--- src/rtl/exc_flush_ctrl_pkg.sv ---
// Shared types and constants for the exception/interrupt flush sequencer.
package exc_flush_ctrl_pkg;

  typedef enum logic [1:0] {
    ST_IDLE    = 2'd0,
    ST_TAKE    = 2'd1,
    ST_CAPTURE = 2'd2,
    ST_KERNEL  = 2'd3
  } state_t;

  typedef enum logic [1:0] {
    CAUSE_NONE  = 2'b00,
    CAUSE_IRQ   = 2'b01,
    CAUSE_UNDEF = 2'b10
  } cause_t;

  localparam logic [31:0] DEF_IRQ_VECTOR = 32'h8000_0004;
  localparam logic [31:0] DEF_EXC_VECTOR = 32'h8000_0008;
  localparam int          DEF_CNT_W      = 8;

endpackage

--- src/rtl/exc_flush_ctrl_sat_counter.sv ---
// Saturating up-counter; holds at all-ones once reached.
module sat_counter #(
  parameter int W = 8
) (
  input  logic         clk,
  input  logic         reset,
  input  logic         i_en,
  output logic [W-1:0] o_count
);

  logic [W-1:0] r_count;

  always_ff @(posedge clk or negedge reset) begin
    if (!reset) begin
      r_count <= '0;
    end else if (i_en && (r_count != {W{1'b1}})) begin
      r_count <= r_count + W'(1);
    end
  end

  assign o_count = r_count;

endmodule

--- src/rtl/exc_flush_ctrl.sv ---
// Interrupt / undefined-instruction sequencer: flushes IF/ID and ID/EX, redirects
// the PC to the handler, captures EPC from the flushed bubble and handles ERET.
//
// state   | meaning
// IDLE    | user code; waiting for an unstalled, non-branch cycle with an event
// TAKE    | flush + redirect pulse to the handler vector
// CAPTURE | ID/EX holds the victim's PC+4; latch it into epc
// KERNEL  | handler running; events ignored until an unstalled ERET
module exc_flush_ctrl
  import exc_flush_ctrl_pkg::*;
#(
  parameter logic [31:0] IRQ_VECTOR = DEF_IRQ_VECTOR,
  parameter logic [31:0] EXC_VECTOR = DEF_EXC_VECTOR,
  parameter int          CNT_W      = DEF_CNT_W
) (
  input  logic             clk,
  input  logic             reset,
  input  logic             irq_in,
  input  logic             undef_in,
  input  logic             eret_in,
  input  logic             stall_in,
  input  logic             branch_ex_in,
  input  logic [31:0]      id_ex_pc_plus_4_in,
  output logic             if_id_flush,
  output logic             id_ex_flush,
  output logic             pc_redirect,
  output logic [31:0]      pc_target,
  output logic [31:0]      epc,
  output logic [1:0]       exc_cause,
  output logic             kernel_mode,
  output logic [CNT_W-1:0] irq_count
);

  state_t      r_state;
  state_t      w_state_nxt;
  cause_t      r_pend_cause;
  cause_t      r_exc_cause;
  logic        r_if_id_flush;
  logic        r_id_ex_flush;
  logic        r_pc_redirect;
  logic [31:0] r_pc_target;
  logic [31:0] r_epc;
  logic        r_kernel_mode;

  logic        w_take;
  logic        w_eret;
  cause_t      w_take_cause;
  cause_t      w_pend_cause_nxt;
  cause_t      w_exc_cause_nxt;
  logic [31:0] w_pc_target_nxt;
  logic [31:0] w_epc_nxt;
  logic        w_kernel_nxt;
  logic        w_cnt_en;

  always_ff @(posedge clk or negedge reset) begin
    if (!reset) begin
      r_state <= ST_IDLE;
    end else begin
      r_state <= w_state_nxt;
    end
  end

  always_comb begin
    w_state_nxt      = r_state;
    w_take           = 1'b0;
    w_eret           = 1'b0;
    w_take_cause     = CAUSE_IRQ;
    w_pend_cause_nxt = r_pend_cause;
    w_exc_cause_nxt  = r_exc_cause;
    w_pc_target_nxt  = r_pc_target;
    w_epc_nxt        = r_epc;
    w_kernel_nxt     = r_kernel_mode;

    case (r_state)
      ST_IDLE: begin
        // irq is level-sensitive and not latched: a deferred irq must still be high
        if ((undef_in || irq_in) && !stall_in && !branch_ex_in) begin
          w_take           = 1'b1;
          w_take_cause     = undef_in ? CAUSE_UNDEF : CAUSE_IRQ;
          w_pend_cause_nxt = w_take_cause;
          w_pc_target_nxt  = (w_take_cause == CAUSE_UNDEF) ? EXC_VECTOR : IRQ_VECTOR;
          w_kernel_nxt     = 1'b1;
          w_state_nxt      = ST_TAKE;
        end
      end
      ST_TAKE: begin
        w_state_nxt = ST_CAPTURE;
      end
      ST_CAPTURE: begin
        w_epc_nxt       = id_ex_pc_plus_4_in;
        w_exc_cause_nxt = r_pend_cause;
        w_state_nxt     = ST_KERNEL;
      end
      ST_KERNEL: begin
        if (eret_in && !stall_in) begin
          w_eret          = 1'b1;
          w_pc_target_nxt = r_epc;
          w_kernel_nxt    = 1'b0;
          w_state_nxt     = ST_IDLE;
        end
      end
      default: begin
        w_state_nxt = ST_IDLE;
      end
    endcase
  end

  always_ff @(posedge clk or negedge reset) begin
    if (!reset) begin
      r_if_id_flush <= 1'b0;
      r_id_ex_flush <= 1'b0;
      r_pc_redirect <= 1'b0;
      r_pc_target   <= '0;
      r_epc         <= '0;
      r_exc_cause   <= CAUSE_NONE;
      r_pend_cause  <= CAUSE_NONE;
      r_kernel_mode <= 1'b0;
    end else begin
      r_if_id_flush <= w_take || w_eret;
      r_id_ex_flush <= w_take;
      r_pc_redirect <= w_take || w_eret;
      r_pc_target   <= w_pc_target_nxt;
      r_epc         <= w_epc_nxt;
      r_exc_cause   <= w_exc_cause_nxt;
      r_pend_cause  <= w_pend_cause_nxt;
      r_kernel_mode <= w_kernel_nxt;
    end
  end

  assign w_cnt_en = w_take && (w_take_cause == CAUSE_IRQ);

  sat_counter #(
    .W (CNT_W)
  ) u_irq_cnt (
    .clk     (clk),
    .reset   (reset),
    .i_en    (w_cnt_en),
    .o_count (irq_count)
  );

  assign if_id_flush = r_if_id_flush;
  assign id_ex_flush = r_id_ex_flush;
  assign pc_redirect = r_pc_redirect;
  assign pc_target   = r_pc_target;
  assign epc         = r_epc;
  assign exc_cause   = r_exc_cause;
  assign kernel_mode = r_kernel_mode;

endmodule

--- config.mk ---
export PLATFORM = sky130hd
export DESIGN_NAME = exc_flush_ctrl
export DESIGN_NICKNAME = d
export VERILOG_FILES = /design/src/rtl/exc_flush_ctrl_pkg.sv /design/src/rtl/exc_flush_ctrl_sat_counter.sv /design/src/rtl/exc_flush_ctrl.sv
export SDC_FILE = /design/constraint.sdc
export NUM_CORES = 1
export LEC_CHECK = 0
export CORE_UTILIZATION = 40
export DETAILED_ROUTE_END_ITERATION = 7
export GPL_TIMING_DRIVEN = 0
export PLACE_DENSITY = 0.84
export SLEW_MARGIN = 20
export SYNTH_ARGS = -nofsm -noshare
export SYNTH_HDL_FRONTEND = slang
export SYNTH_SLANG_ARGS = --single-unit
--- constraint.sdc ---
create_clock -name clk -period 2.2 [get_ports clk]
set_clock_uncertainty 0.2 [all_clocks]
set_input_delay 0.22 -clock clk [delete_from_list [all_inputs] [get_ports clk]]
set_output_delay 0.22 -clock clk [all_outputs]
set_load 0.005 [all_outputs]
Word-level counts from Yosys, hierarchy flattened
Cells that the tools add are included.
W data, S select, Z words.

storage, ports and cells
  bits in registers = 81
  input bits = 39
  output and inout bits = 78
  logic and storage cells = 49

operators by class
  add/sub/neg operators = 1
  equal/unequal tests = 8
  mux-type cells = 17
  reductions and logical operators = 14

operators by type and width
  cell                   number
  $mux W32               2
  $pmux W32 S2           1
  $mux W2                5
  $add A8 B1 Y8 const B  1
  $ne A8 B8 Y1 const B   1
  $pmux W2 S4            1
  $eq A2 B2 Y1 const B   3
  $mux W1                6
  $logic_and A1 B1 Y1    5
  $eq A2 B1 Y1 const B   2
  $mux W4                1
  $ne A2 B2 Y1 const B   2
  $reduce_and A2 Y1      2
  $reduce_and A3 Y1      1
  $logic_not A1 Y1       2
  $logic_not A2 Y1       1
  $logic_or A1 B1 Y1     2
  $pmux W1 S2            1
  $reduce_bool A2 Y1     1

Logic depth before layout (Yosys ltp)
Gate-level depths: netlist (run 1).

  word-level depth = 8
  mapped depth = 7
  depth with buffers taken out = 7

Hierarchy
From an unflattened synthesis (run 1), not the netlist that was laid out.

second synthesis, totals
  cells, all modules = 253
  area, all modules = 3407.0 µm²

modules (own cells, without submodules)
  module          times used  cells an instance  area an instance (µm²)  seq. area each (µm²)
  exc_flush_ctrl  1           219                2999.1                  1826.8
  sat_counter     1           34                 407.9                   200.2

Least setup slack after synthesis (run 1)
OpenSTA, ideal clock, no wires.

  kind = flip-flop to flip-flop
  start point = register r_state[0]
  end point = register u_irq_cnt.r_count[5] (netlist: u_irq_cnt.o_count[5])
  library setup time = 125 ps
  arrival time = 1751 ps
  required time = 1875 ps
  setup slack = 125 ps
  stages on the path, launching flop included = 7
  path buffers = 0
  clock period less this slack = 2075 ps
  cells stage by stage = dfrtp_1 -> inv_1 -> ha_1 -> or4b_4 -> a2111oi_4 -> nand3_1 -> xnor2_1

between the ends
  cells in the longest elaborated chain, start to end = 5
  elaborated cells on any way between the ends = 6
  classes of those cells = 1 x eq/ne; 2 x mux; 3 x reduce/logical

RTL lines
  element                 line                              text
  from (decl)             exc_flush_ctrl.sv:34              state_t r_state;
  from (signal assigned)  exc_flush_ctrl.sv:59              r_state <= w_state_nxt;
  $logic_not A2 Y1 *      exc_flush_ctrl.sv:74              case (r_state)
  $mux W2                 exc_flush_ctrl.sv:74
  $eq A2 B1 Y1            exc_flush_ctrl.sv:130             assign w_cnt_en = w_take && (w_take_cause == CAUSE_IRQ);
  $logic_and A1 B1 Y1 *   exc_flush_ctrl.sv:130
  $logic_and A1 B1 Y1 *   exc_flush_ctrl_sat_counter.sv:16  end else if (i_en && (r_count != {W{1'b1}})) begin
  to (signal assigned)    exc_flush_ctrl_sat_counter.sv:17  r_count <= r_count + W'(1);
  to (decl)               exc_flush_ctrl_sat_counter.sv:11  logic [W-1:0] r_count;

Mark *: on every way between the ends. The rest lies on a longest branch, timed or not.
A chain may end at the register's enable or synchronous reset.

Worst setup path after layout (run 1)
  start point = register r_state[1]
  end point = register u_irq_cnt.r_count[7] (netlist: u_irq_cnt.o_count[7])

The elaborated chain is that of the path after synthesis.

==> results of run 1 <==
## routing by layer
| metal | up-vias | wire (um) |
|---|---|---|
| li1 | 1053 | - |
| met1 | 1140 | 3210 |
| met2 | 70 | 3630 |
| met5 | - | 0 |
| met4 | 0 | 57 |
| met3 | 6 | 352 |
## power breakdown
| group | switching, mW | internal, mW | total [mW] |
|---|---|---|---|
| Clock | 0.548 | 0.529 | 1.08 |
| Sequential | 0.361 | 2.02 | 2.38 |
| Combinational | 0.929 | 1.65 | 2.58 |
## how the worst max path moves through the flow
stage                from                    to  slack (ns)  cells past startpoint
3_3_place_gp        reset               epc[12]       -2.05                      1
4_1_cts        r_state[0]  u_irq_cnt.o_count[1]        0.02                      6
6_report       r_state[1]  u_irq_cnt.o_count[7]        0.05                      6
2_1_floorplan  r_state[0]  u_irq_cnt.o_count[5]        0.12                      6
5_1_grt        r_state[1]  u_irq_cnt.o_count[7]       -0.04                      6
3_5_place_dp     undef_in         pc_target[24]       -0.23                      7
## registers in the layout, indices dropped and copies added, names as in the netlist
register,flops
epc,32
pc_target,32
u_irq_cnt.o_count,8
exc_cause,2
r_pend_cause,2
r_state,2
id_ex_flush,1
kernel_mode,1
pc_redirect,1
## stage by stage
step | area, um^2 | hold WS (ns) | power, mW
global route | 4770 | 0.191 | 6.41
floorplan | 3170 | -0.276 | 3.50
detailed placement | 4490 | -0.0152 | 4.90
CTS | 4690 | 0.166 | 6.00
finish | 4770 | 0.158 | 6.04
global placement | 4460 | 0.269 | 4.80
## cell usage in the layout (no fill, tap or decap), types with 2 or more instances in the layout
cell type,Yosys,routed
buf_2,3,5
ha_1,5,3
buf_4,1,10
mux2_2,36,36
nor2b_1,2,2
a22o_1,29,29
clkbuf_2,0,2
clkinvlp_4,0,2
xnor2_1,5,5
nand3_1,3,3
a21oi_1,3,3
clkbuf_1,6,3
and3_1,2,2
clkbuf_8,0,9
o21ai_0,2,2
nand2_1,8,8
clkdlybuf4s50_1,0,115
inv_2,1,2
nor2_1,4,4
inv_1,6,5
mux2i_1,3,3
dfrtp_1,81,81
mux2_1,2,2
## repair_timing
item,4_1_cts,5_1_grt
pin swaps,1,5
gates cloned,0,0
hold buffers,1,0
gates resized for setup,3,7
endpoints found under the hold margin,49,0
setup endpoints to repair,48,53
buffers inserted,0,8
## cell type report
type,count,area (um^2),share of cell area
clock buffer,10,128,0.0267
buffer,10,50.0,0.0105
sequential,81,2030,0.425
inverter,7,26.3,0.00551
multi-input combinational,118,1090,0.228
timing repair buffer,126,1260,0.263
clock inverter,6,67.6,0.0142
tap,102,128,0.0267
## cells by family after synthesis
logic type,synth area share
DFF,0.639
muxes,0.144
AOI/OAI and AO/OA,0.109
and+or+nand+nor,0.0462
buffers and inverters,0.0249
xor gates and xnor gates,0.0166
adders and majority gates,0.0197
==> metrics.txt, run 1 <==
# TYPE chip_impl_metric gauge
chip_impl_info{name="outcome",value="finished clean"} 1
chip_impl_metric{name="rrSetupSlack",unit="ns"} 0.05
chip_impl_metric{name="synth_seq_area_share",unit=""} 0.639
chip_impl_metric{name="finalCritPeriodShare",unit=""} 0.976
chip_impl_metric{name="initialDrtViolationCount",unit=""} 71
chip_impl_metric{name="layout-area-overhead-vs-synth",unit="%"} 50.5
chip_impl_info{name="path_cells",value="inv_1 -> ha_4 -> or4b_4 -> a2111oi_4 -> nand3_1 -> xnor2_1"} 1
chip_impl_metric{name="final_max_tran_viols",unit=""} 0
chip_impl_metric{name="clock_path_buffers",unit=""} 2
chip_impl_metric{name="routed-via-count",unit=""} 2269
chip_impl_metric{name="async_flop_share",unit=""} 1.00
chip_impl_metric{name="detail_route.first_pass.iterations",unit=""} 4
chip_impl_metric{name="die_height",unit="um"} 91.0
chip_impl_metric{name="timing.max_slew.rel_slack",unit=""} 0.649
chip_impl_metric{name="yosys.area.top_type_share",unit=""} 0.639
chip_impl_metric{name="grt_pass1_vias",unit=""} 2357
chip_impl_metric{name="finalSetupViolations",unit=""} 0
chip_impl_metric{name="drc_errors_left",unit=""} 0
chip_impl_info{name="synth.top_cells.by_area",value="dfrtp_1 64%, mux2_2 13%, a22o_1 8.0%"} 1
chip_impl_metric{name="wirelength",unit="um"} 7250
chip_impl_metric{name="finalSetupTns",unit="ns"} 0
chip_impl_info{name="netlist_top_cells_count",value="81 x dfrtp_1, 36 x mux2_2, 29 x a22o_1"} 1
chip_impl_metric{name="r2r.worst_path.cells",unit=""} 6
chip_impl_metric{name="synth_seq_cells",unit=""} 81
chip_impl_metric{name="leakage_power",unit="nW"} 2.09
chip_impl_metric{name="maxCapViolations",unit=""} 0
chip_impl_metric{name="final_routed_wire_length_divided_by_cell_count",unit="um"} 15.8
chip_impl_info{name="holdCritPathClass",value="primary input to async pin"} 1
chip_impl_metric{name="finalHoldViolations",unit=""} 0
chip_impl_metric{name="floorplan.initialDensity",unit=""} 0.413
chip_impl_metric{name="critical_path.max_stage_delay",unit="ns"} 0.50
chip_impl_metric{name="coreArea",unit="um^2"} 7690
chip_impl_metric{name="final_cell_count_no_fill",unit=""} 460
chip_impl_metric{name="placed_cells",unit=""} 437
chip_impl_metric{name="grtUsageTotal",unit=""} 0.182
chip_impl_metric{name="n_antenna_cell",unit=""} 0
chip_impl_metric{name="dp_hpwl",unit="um"} 5060
chip_impl_metric{name="tightestPinTransition",unit="ns"} 0.526
chip_impl_info{name="synth_top_cell_by_area",value="dfrtp_1"} 1
chip_impl_metric{name="nNetsFinal",unit=""} 397
chip_impl_metric{name="max_freq",unit="MHz"} 466
chip_impl_metric{name="p_per_area",unit="nW/um^2"} 1260
chip_impl_metric{name="synth_warn",unit=""} 0
chip_impl_metric{name="finalCriticalPeriod",unit="ns"} 2.15
chip_impl_metric{name="netlist-cell-type-count",unit=""} 34
chip_impl_metric{name="worstPathRequired",unit="ns"} 2.23
chip_impl_metric{name="place.port_buffers",unit=""} 116
chip_impl_metric{name="synth_area",unit="um^2"} 3170
chip_impl_metric{name="fillCellCount",unit=""} 639
chip_impl_metric{name="cts.sink_count",unit=""} 81
chip_impl_metric{name="floorplan.rows",unit=""} 32
chip_impl_info{name="highest_delay_cell_along_the_critical_path",value="or4b_4"} 1
chip_impl_metric{name="htreeDepth",unit=""} 3
chip_impl_info{name="cts_root_buffer",value="clkbuf_8"} 1
chip_impl_metric{name="place_congestion",unit=""} 0.763
chip_impl_metric{name="grt.met3_usage",unit=""} 0.0410
chip_impl_metric{name="inserted_clock_buffers",unit=""} 9
chip_impl_metric{name="groute.layer.met1.usage",unit=""} 0.236
chip_impl_info{name="tritoncts",value="built"} 1
chip_impl_metric{name="post_synth.cell_area_avg",unit="um^2"} 14.5
chip_impl_info{name="r2r_start",value="r_state[1]"} 1
chip_impl_metric{name="final_core_util",unit=""} 0.621
chip_impl_info{name="synthFlopType",value="dfrtp_1"} 1
chip_impl_info{name="worst_path_dominant_cell_family",value="simple AND/OR/NAND/NOR gates"} 1
chip_impl_metric{name="path_clk_slew",unit="ns"} 0.08
chip_impl_metric{name="finalWorstSetupSlack",unit="ns"} 0.0534
chip_impl_metric{name="avgViaCountPerCell",unit=""} 4.93
chip_impl_metric{name="die_w",unit="um"} 91.0
chip_impl_info{name="yosysMostFrequentCell",value="dfrtp_1"} 1
chip_impl_metric{name="path_max_fanout",unit=""} 3
chip_impl_metric{name="ios",unit=""} 117
chip_impl_info{name="regToRegEndpoint",value="u_irq_cnt.o_count[7]"} 1
chip_impl_metric{name="worstPathArrival",unit="ns"} 2.18
chip_impl_info{name="critPathCaptureType",value="flop"} 1
chip_impl_info{name="busiest_layer",value="met2"} 1
chip_impl_metric{name="largest_net_degree_at_the_start_of_global_routing",unit=""} 51
chip_impl_metric{name="peakVddDrop",unit="uV"} 626
chip_impl_metric{name="use_met2",unit=""} 0.301
chip_impl_metric{name="crit_buf_inv",unit=""} 1
chip_impl_metric{name="syn_inst",unit=""} 218
chip_impl_metric{name="global_route.overflow_total",unit=""} 0
chip_impl_metric{name="synth_edf_count",unit=""} 0
chip_impl_metric{name="die-area",unit="um^2"} 8290
chip_impl_metric{name="drive_gt1_frac",unit=""} 0.215
chip_impl_metric{name="grt_first_pass_wirelength",unit="um"} 11800
chip_impl_info{name="rsz0062_at_grt",value="true"} 1
chip_impl_metric{name="dp_worst_setup_slack",unit="ns"} -0.232
chip_impl_info{name="critPathLaunchType",value="flop"} 1
chip_impl_metric{name="number_of_antenna_violations_at_the_first_check_in_global_routing",unit=""} 0
chip_impl_metric{name="antenna_violation_net_count_after_detailed_routing",unit=""} 0
chip_impl_metric{name="postSynthNetCount",unit=""} 262
chip_impl_metric{name="clkLatencyLatePin",unit="ns"} 0.34
chip_impl_info{name="timing_worst_setup_path_type",value="flop to flop"} 1
Power figures use the tool's default switching activity.
==> run 2, diff against run 1 <==
--- a/config.mk
+++ b/config.mk
@@ -13,3 +13,4 @@
 export SYNTH_ARGS = -nofsm -noshare
 export SYNTH_HDL_FRONTEND = slang
 export SYNTH_SLANG_ARGS = --single-unit
+export TNS_END_PERCENT = 1
==> run 2 against run 1 <==
  * Final cell count decreased by 1.1%
  * Die area unchanged
  * Clock-buffer cell count unchanged
  * Register-to-register slack improved by 0.02 ns
  * Largest cell class unchanged
  * Global-route usage about the same
  * Critical path type unchanged
==> metrics.txt, run 2 (synthesis results as in run 1) <==
# TYPE chip_impl_metric gauge
chip_impl_metric{name="global_route.overflow_total",unit=""} 0
chip_impl_metric{name="place.port_buffers",unit=""} 116
chip_impl_info{name="regToRegEndpoint",value="u_irq_cnt.o_count[1]"} 1
chip_impl_metric{name="coreArea",unit="um^2"} 7690
chip_impl_metric{name="critical_path.max_stage_delay",unit="ns"} 0.51
chip_impl_metric{name="htreeDepth",unit=""} 3
chip_impl_metric{name="finalHoldViolations",unit=""} 0
chip_impl_metric{name="clock_path_buffers",unit=""} 2
chip_impl_info{name="rsz0062_at_grt",value="true"} 1
chip_impl_metric{name="timing.max_slew.rel_slack",unit=""} 0.650
chip_impl_info{name="highest_delay_cell_along_the_critical_path",value="or4b_4"} 1
chip_impl_metric{name="r2r.worst_path.cells",unit=""} 6
chip_impl_info{name="r2r_start",value="r_state[1]"} 1
chip_impl_metric{name="detail_route.first_pass.iterations",unit=""} 4
chip_impl_metric{name="die_height",unit="um"} 91.0
chip_impl_metric{name="routed-via-count",unit=""} 2262
chip_impl_metric{name="grtUsageTotal",unit=""} 0.182
chip_impl_metric{name="layout-area-overhead-vs-synth",unit="%"} 48.7
chip_impl_info{name="timing_worst_setup_path_type",value="flop to flop"} 1
chip_impl_metric{name="crit_buf_inv",unit=""} 1
chip_impl_metric{name="rrSetupSlack",unit="ns"} 0.07
chip_impl_metric{name="cts.sink_count",unit=""} 81
chip_impl_metric{name="finalSetupViolations",unit=""} 0
chip_impl_metric{name="max_freq",unit="MHz"} 470
chip_impl_metric{name="finalHoldWorstSlack",unit="ns"} 0.160
chip_impl_metric{name="antenna_violation_net_count_after_detailed_routing",unit=""} 0
chip_impl_metric{name="grt_pass1_vias",unit=""} 2361
chip_impl_metric{name="final_routed_wire_length_divided_by_cell_count",unit="um"} 15.8
chip_impl_metric{name="die_w",unit="um"} 91.0
chip_impl_metric{name="finalCritPeriodShare",unit=""} 0.968
chip_impl_metric{name="drc_errors_left",unit=""} 0
chip_impl_info{name="tritoncts",value="built"} 1
chip_impl_metric{name="grt_first_pass_wirelength",unit="um"} 11800
chip_impl_info{name="critPathLaunchType",value="flop"} 1
chip_impl_metric{name="final_core_util",unit=""} 0.614
chip_impl_info{name="path_cells",value="inv_1 -> ha_2 -> or4b_4 -> nor2_4 -> nand2_1 -> mux2_1"} 1
chip_impl_metric{name="inserted_clock_buffers",unit=""} 9
chip_impl_metric{name="initialDrtViolationCount",unit=""} 76
chip_impl_metric{name="cp_num_cells",unit=""} 6
chip_impl_info{name="critPathCaptureType",value="flop"} 1
chip_impl_metric{name="wirelength",unit="um"} 7180
chip_impl_metric{name="path_clk_slew",unit="ns"} 0.08
chip_impl_metric{name="clkLatencyLatePin",unit="ns"} 0.35
chip_impl_info{name="outcome",value="finished clean"} 1
chip_impl_metric{name="largest_net_degree_at_the_start_of_global_routing",unit=""} 51
chip_impl_info{name="worst_path_dominant_cell_family",value="simple AND/OR/NAND/NOR gates"} 1
chip_impl_info{name="holdCritPathClass",value="primary input to async pin"} 1
chip_impl_metric{name="leakage_power",unit="nW"} 2.06
chip_impl_metric{name="layout.area.seq",unit="um^2"} 2030
chip_impl_metric{name="dp_worst_setup_slack",unit="ns"} -0.232
chip_impl_info{name="layout.cells.most_common",value="clkdlybuf4s50_1"} 1
chip_impl_info{name="crit_end",value="u_irq_cnt.o_count[1]"} 1
chip_impl_metric{name="worstPathArrival",unit="ns"} 2.16
chip_impl_metric{name="ios",unit=""} 117
chip_impl_metric{name="worstPathRequired",unit="ns"} 2.23
chip_impl_metric{name="floorplan.rows",unit=""} 32
chip_impl_info{name="cts_root_buffer",value="clkbuf_8"} 1
chip_impl_metric{name="dp_hpwl",unit="um"} 5060
chip_impl_metric{name="floorplan.initialDensity",unit=""} 0.413
chip_impl_metric{name="p_per_area",unit="nW/um^2"} 1260
chip_impl_metric{name="n_antenna_cell",unit=""} 0
chip_impl_metric{name="place_congestion",unit=""} 0.763
chip_impl_metric{name="peakVddDrop",unit="uV"} 617
chip_impl_metric{name="die-area",unit="um^2"} 8290
chip_impl_metric{name="finalCriticalPeriod",unit="ns"} 2.13
chip_impl_metric{name="final_max_tran_viols",unit=""} 0
chip_impl_info{name="mostFrequentLayoutCells",value="115 x clkdlybuf4s50_1, 81 x dfrtp_1, 36 x mux2_2"} 1
chip_impl_metric{name="path_max_fanout",unit=""} 4
chip_impl_metric{name="fillCellCount",unit=""} 643
chip_impl_info{name="worstSetupStartpoint",value="r_state[1]"} 1
chip_impl_metric{name="number_of_antenna_violations_at_the_first_check_in_global_routing",unit=""} 0
chip_impl_metric{name="drive_gt1_frac",unit=""} 0.204
chip_impl_metric{name="tightestPinTransition",unit="ns"} 0.525
chip_impl_metric{name="avgViaCountPerCell",unit=""} 4.97
chip_impl_metric{name="multi_input_comb_area",unit="um^2"} 1070
chip_impl_metric{name="finalWorstSetupSlack",unit="ns"} 0.0707
chip_impl_metric{name="maxCapViolations",unit=""} 0
chip_impl_metric{name="nNetsFinal",unit=""} 392
-- run 2: cell types whose count changed in the layout (fill, tap and decap cells not counted), sizes merged --
cell | previous run | this run
buf | 16 | 8
clkbuf | 14 | 17
-- run 2: worst min-delay path by stage --
stage / startpoint / slack (ns) / to / cells past startpoint
5_1_grt: reset / 0.20 / u_irq_cnt.o_count[3] / 2
3_5_place_dp: reset / -0.02 / u_irq_cnt.o_count[7] / 1
2_1_floorplan: reset / -0.28 / epc[0] / 0
3_3_place_gp: r_pend_cause[0] / 0.27 / r_pend_cause[0] / 1
6_report: reset / 0.16 / u_irq_cnt.o_count[7] / 2
4_1_cts: reset / 0.17 / u_irq_cnt.o_count[7] / 2
-- run 2: layer usage --
layer	part of all wire	global-route usage	routed length, um	up-vias
met2	0.50	0.302	3560	73
met1	0.44	0.236	3160	1137
met3	0.054	0.0410	387	8
met5	0	0	0	-
met4	0.011	0.0595	82	0
li1	-	-	-	1044
-- run 2: worst register-to-register path, cell delays in order, from the launching register on --
cell and delay (ns):
dfrtp_1 0.42, inv_1 0.11, ha_2 0.21, or4b_4 0.51
nor2_4 0.15, nand2_1 0.10, mux2_1 0.32
-- run 2: per-stage QoR --
stage	setup TNS, ns	cells	power [mW]	area [um^2]
floorplan	0	218	3.50	3170
global placement	-171.67	436	4.80	4460
detailed placement	-7.14	437	4.90	4490
CTS	0	454	6.01	4700
global route	-0.0249	455	6.31	4720
finish	0	455	5.95	4720
-- run 2: repair_timing --
action / 4_1_cts / 5_1_grt
hold buffers: 1 / 0
endpoints found under the setup margin: 48 / 53
cloned: 0 / 0
pin swaps: 1 / 1
hold endpoints to repair: 49 / 0
setup buffers: 0 / 2
gates resized for setup: 4 / 8
-- run 2: area by class of cell --
| cell class | count | share of cell area |
|---|---|---|
| multi-input combinational | 118 | 0.227 |
| sequential | 81 | 0.430 |
| inverter | 7 | 0.00557 |
| timing repair buffer | 120 | 0.257 |
| buffer | 11 | 0.0130 |
| tap | 102 | 0.0271 |
| clock inverter | 6 | 0.0143 |
| clock buffer | 10 | 0.0271 |
-- run 2: power by group --
part	internal (mW)	switching (mW)	leakage, nW
Combinational	1.58	0.902	0.959
Clock	0.529	0.546	0.0929
Sequential	2.02	0.367	1.01
==> run 3, diff against run 2 <==
--- a/config.mk
+++ b/config.mk
@@ -5,6 +5,7 @@
 export SDC_FILE = /design/constraint.sdc
 export NUM_CORES = 1
 export LEC_CHECK = 0
+export CORE_ASPECT_RATIO = 0.5
 export CORE_UTILIZATION = 40
 export DETAILED_ROUTE_END_ITERATION = 7
 export GPL_TIMING_DRIVEN = 0
==> run 3 against run 2 <==
  * Maximum frequency fell by 0.97%
  * Design area grew 1.5%
  * Setup slack worse by 0.021 ns
  * Total power increased by 5.6%
  * First-iteration DRC count rose by 51%
  * Core utilization is 2.6 points higher
  * Via count grew 0.40%
  * Hold slack improved by 0.077 ns
  * Critical path type unchanged
  * Critical endpoint is now u_irq_cnt.o_count[5]
  * Highest routed layer unchanged
==> metrics.txt, run 3 (synthesis results as in run 1) <==
# TYPE chip_impl_metric gauge
chip_impl_metric{name="finalWorstSetupSlack",unit="ns"} 0.0498
chip_impl_metric{name="place_congestion",unit=""} 0.771
chip_impl_metric{name="ios",unit=""} 117
chip_impl_metric{name="grt_pass1_vias",unit=""} 2330
chip_impl_info{name="cts_root_buffer",value="clkbuf_16"} 1
chip_impl_metric{name="routed-via-count",unit=""} 2271
chip_impl_info{name="holdCritPathClass",value="primary input to async pin"} 1
chip_impl_metric{name="detail_route.first_pass.iterations",unit=""} 4
chip_impl_metric{name="layout.area.seq",unit="um^2"} 2030
chip_impl_info{name="worst_path_dominant_cell_family",value="simple AND/OR/NAND/NOR gates"} 1
chip_impl_info{name="tritoncts",value="built"} 1
chip_impl_info{name="rsz0062_at_grt",value="true"} 1
chip_impl_metric{name="htreeDepth",unit=""} 3
chip_impl_metric{name="max_freq",unit="MHz"} 465
chip_impl_metric{name="cts.sink_count",unit=""} 81
chip_impl_metric{name="place.port_buffers",unit=""} 116
chip_impl_metric{name="drc_errors_left",unit=""} 0
chip_impl_metric{name="finalHoldViolations",unit=""} 0
chip_impl_metric{name="worstPathRequired",unit="ns"} 2.21
chip_impl_metric{name="global_route.overflow_total",unit=""} 0
chip_impl_info{name="outcome",value="finished clean"} 1
chip_impl_metric{name="grt_first_pass_wirelength",unit="um"} 12500
chip_impl_metric{name="die-area",unit="um^2"} 8310
chip_impl_metric{name="clkLatencyLatePin",unit="ns"} 0.33
chip_impl_metric{name="final_max_tran_viols",unit=""} 0
chip_impl_metric{name="avgViaCountPerCell",unit=""} 4.94
chip_impl_metric{name="final_routed_wire_length_divided_by_cell_count",unit="um"} 17.5
chip_impl_metric{name="dp_worst_setup_slack",unit="ns"} -0.209
chip_impl_metric{name="dp_hpwl",unit="um"} 5730
chip_impl_metric{name="floorplan.initialDensity",unit=""} 0.424
chip_impl_metric{name="clock_path_buffers",unit=""} 2
chip_impl_metric{name="layout-area-overhead-vs-synth",unit="%"} 51.0
chip_impl_metric{name="antenna_violation_net_count_after_detailed_routing",unit=""} 0
chip_impl_metric{name="finalCriticalPeriod",unit="ns"} 2.15
chip_impl_metric{name="worstPathArrival",unit="ns"} 2.16
chip_impl_info{name="timing_worst_setup_path_type",value="flop to flop"} 1
chip_impl_metric{name="wirelength",unit="um"} 8040
chip_impl_metric{name="path_max_fanout",unit=""} 4
chip_impl_metric{name="multi_input_comb_area",unit="um^2"} 1070
chip_impl_metric{name="floorplan.rows",unit=""} 22
chip_impl_info{name="layout.cells.most_common",value="clkdlybuf4s50_1"} 1
chip_impl_metric{name="finalSetupViolations",unit=""} 0
chip_impl_info{name="highest_delay_cell_along_the_critical_path",value="or4b_4"} 1
chip_impl_metric{name="number_of_antenna_violations_at_the_first_check_in_global_routing",unit=""} 0
chip_impl_metric{name="nNetsFinal",unit=""} 392
chip_impl_metric{name="finalSetupTns",unit="ns"} 0
chip_impl_metric{name="critical_path.max_stage_delay",unit="ns"} 0.51
chip_impl_metric{name="fin_total_pwr",unit="mW"} 6.28
chip_impl_metric{name="coreArea",unit="um^2"} 7490
chip_impl_metric{name="leakage_power",unit="nW"} 2.09
chip_impl_info{name="path_cells",value="inv_2 -> ha_2 -> or4b_4 -> a2111oi_4 -> nand3_1 -> xnor2_1"} 1
chip_impl_metric{name="finalHoldWorstSlack",unit="ns"} 0.237
chip_impl_metric{name="maxCapViolations",unit=""} 0
chip_impl_metric{name="die_height",unit="um"} 65.0
chip_impl_metric{name="die_w",unit="um"} 128
chip_impl_metric{name="crit_buf_inv",unit=""} 1
chip_impl_metric{name="p_per_area",unit="nW/um^2"} 1310
chip_impl_metric{name="drive_gt1_frac",unit=""} 0.202
chip_impl_metric{name="initialDrtViolationCount",unit=""} 115
chip_impl_metric{name="final_core_util",unit=""} 0.640
chip_impl_metric{name="path_clk_slew",unit="ns"} 0.06
chip_impl_metric{name="grtUsageTotal",unit=""} 0.205
chip_impl_metric{name="tightestPinTransition",unit="ns"} 0.547
chip_impl_info{name="critPathLaunchType",value="flop"} 1
chip_impl_info{name="mostFrequentLayoutCells",value="115 x clkdlybuf4s50_1, 81 x dfrtp_1, 36 x mux2_2"} 1
chip_impl_metric{name="n_antenna_cell",unit=""} 0
chip_impl_metric{name="fillCellCount",unit=""} 554
chip_impl_metric{name="peakVddDrop",unit="uV"} 617
chip_impl_metric{name="largest_net_degree_at_the_start_of_global_routing",unit=""} 44
chip_impl_metric{name="finalCritPeriodShare",unit=""} 0.977
chip_impl_info{name="critPathCaptureType",value="flop"} 1
chip_impl_metric{name="inserted_clock_buffers",unit=""} 9
chip_impl_metric{name="timing.max_slew.rel_slack",unit=""} 0.635
run 3: final cells by class:
cell class / count / area share
Sequential cell: 81 / 0.423
Tap cell: 108 / 0.0282
Clock buffer: 12 / 0.0515
Clock inverter: 3 / 0.00366
Multi-Input combinational cell: 118 / 0.224
Inverter: 7 / 0.00549
Buffer: 12 / 0.0141
Timing Repair Buffer: 119 / 0.250
run 3: metal layers:
layer	GRT usage	up-vias	wire, um
met5	0	-	0
li1	-	1050	-
met4	0.0706	0	102
met3	0.0636	11	295
met2	0.362	51	4340
met1	0.239	1159	3310
run 3: worst paths after layout:
| check | startpoint | endpoint | slack (ns) | cells after the start |
|---|---|---|---|---|
| max | r_state[0] | u_irq_cnt.o_count[5] | 0.05 | 6 |
| min | reset | pc_target[6] | 0.24 | 2 |
| max reg2reg | r_state[0] | u_irq_cnt.o_count[5] | 0.05 | 6 |
| min reg2reg | pc_target[31] | pc_target[31] | 0.30 | 1 |
| max in group asynchronous | reset | epc[3] | 0.96 | 3 |
| min in group clk | id_ex_pc_plus_4_in[1] | epc[1] | 0.30 | 2 |
run 3: what timing repair did:
item | CTS | global route
cloned | 0 | 0
gates resized for setup | 6 | 10
hold buffers | 1 | 0
pin swaps | 1 | 1
buffers inserted | 0 | 1
endpoints found under the setup margin | 50 | 23
hold endpoints to repair | 42 | 0
run 3: metrics by stage:
| step | cell area (um^2) | instances |
|---|---|---|
| 3_5_place_dp | 4490 | 443 |
| 4_1_cts | 4770 | 459 |
| 5_1_grt | 4790 | 460 |
| 6_report | 4790 | 460 |
| 2_1_floorplan | 3170 | 218 |
| 3_3_place_gp | 4470 | 442 |
run 3: report_power, final:
part | switching, mW | internal [mW]
clock | 0.548 | 0.784
sequential | 0.396 | 2.03
combinational | 0.941 | 1.59
total | 1.89 | 4.40
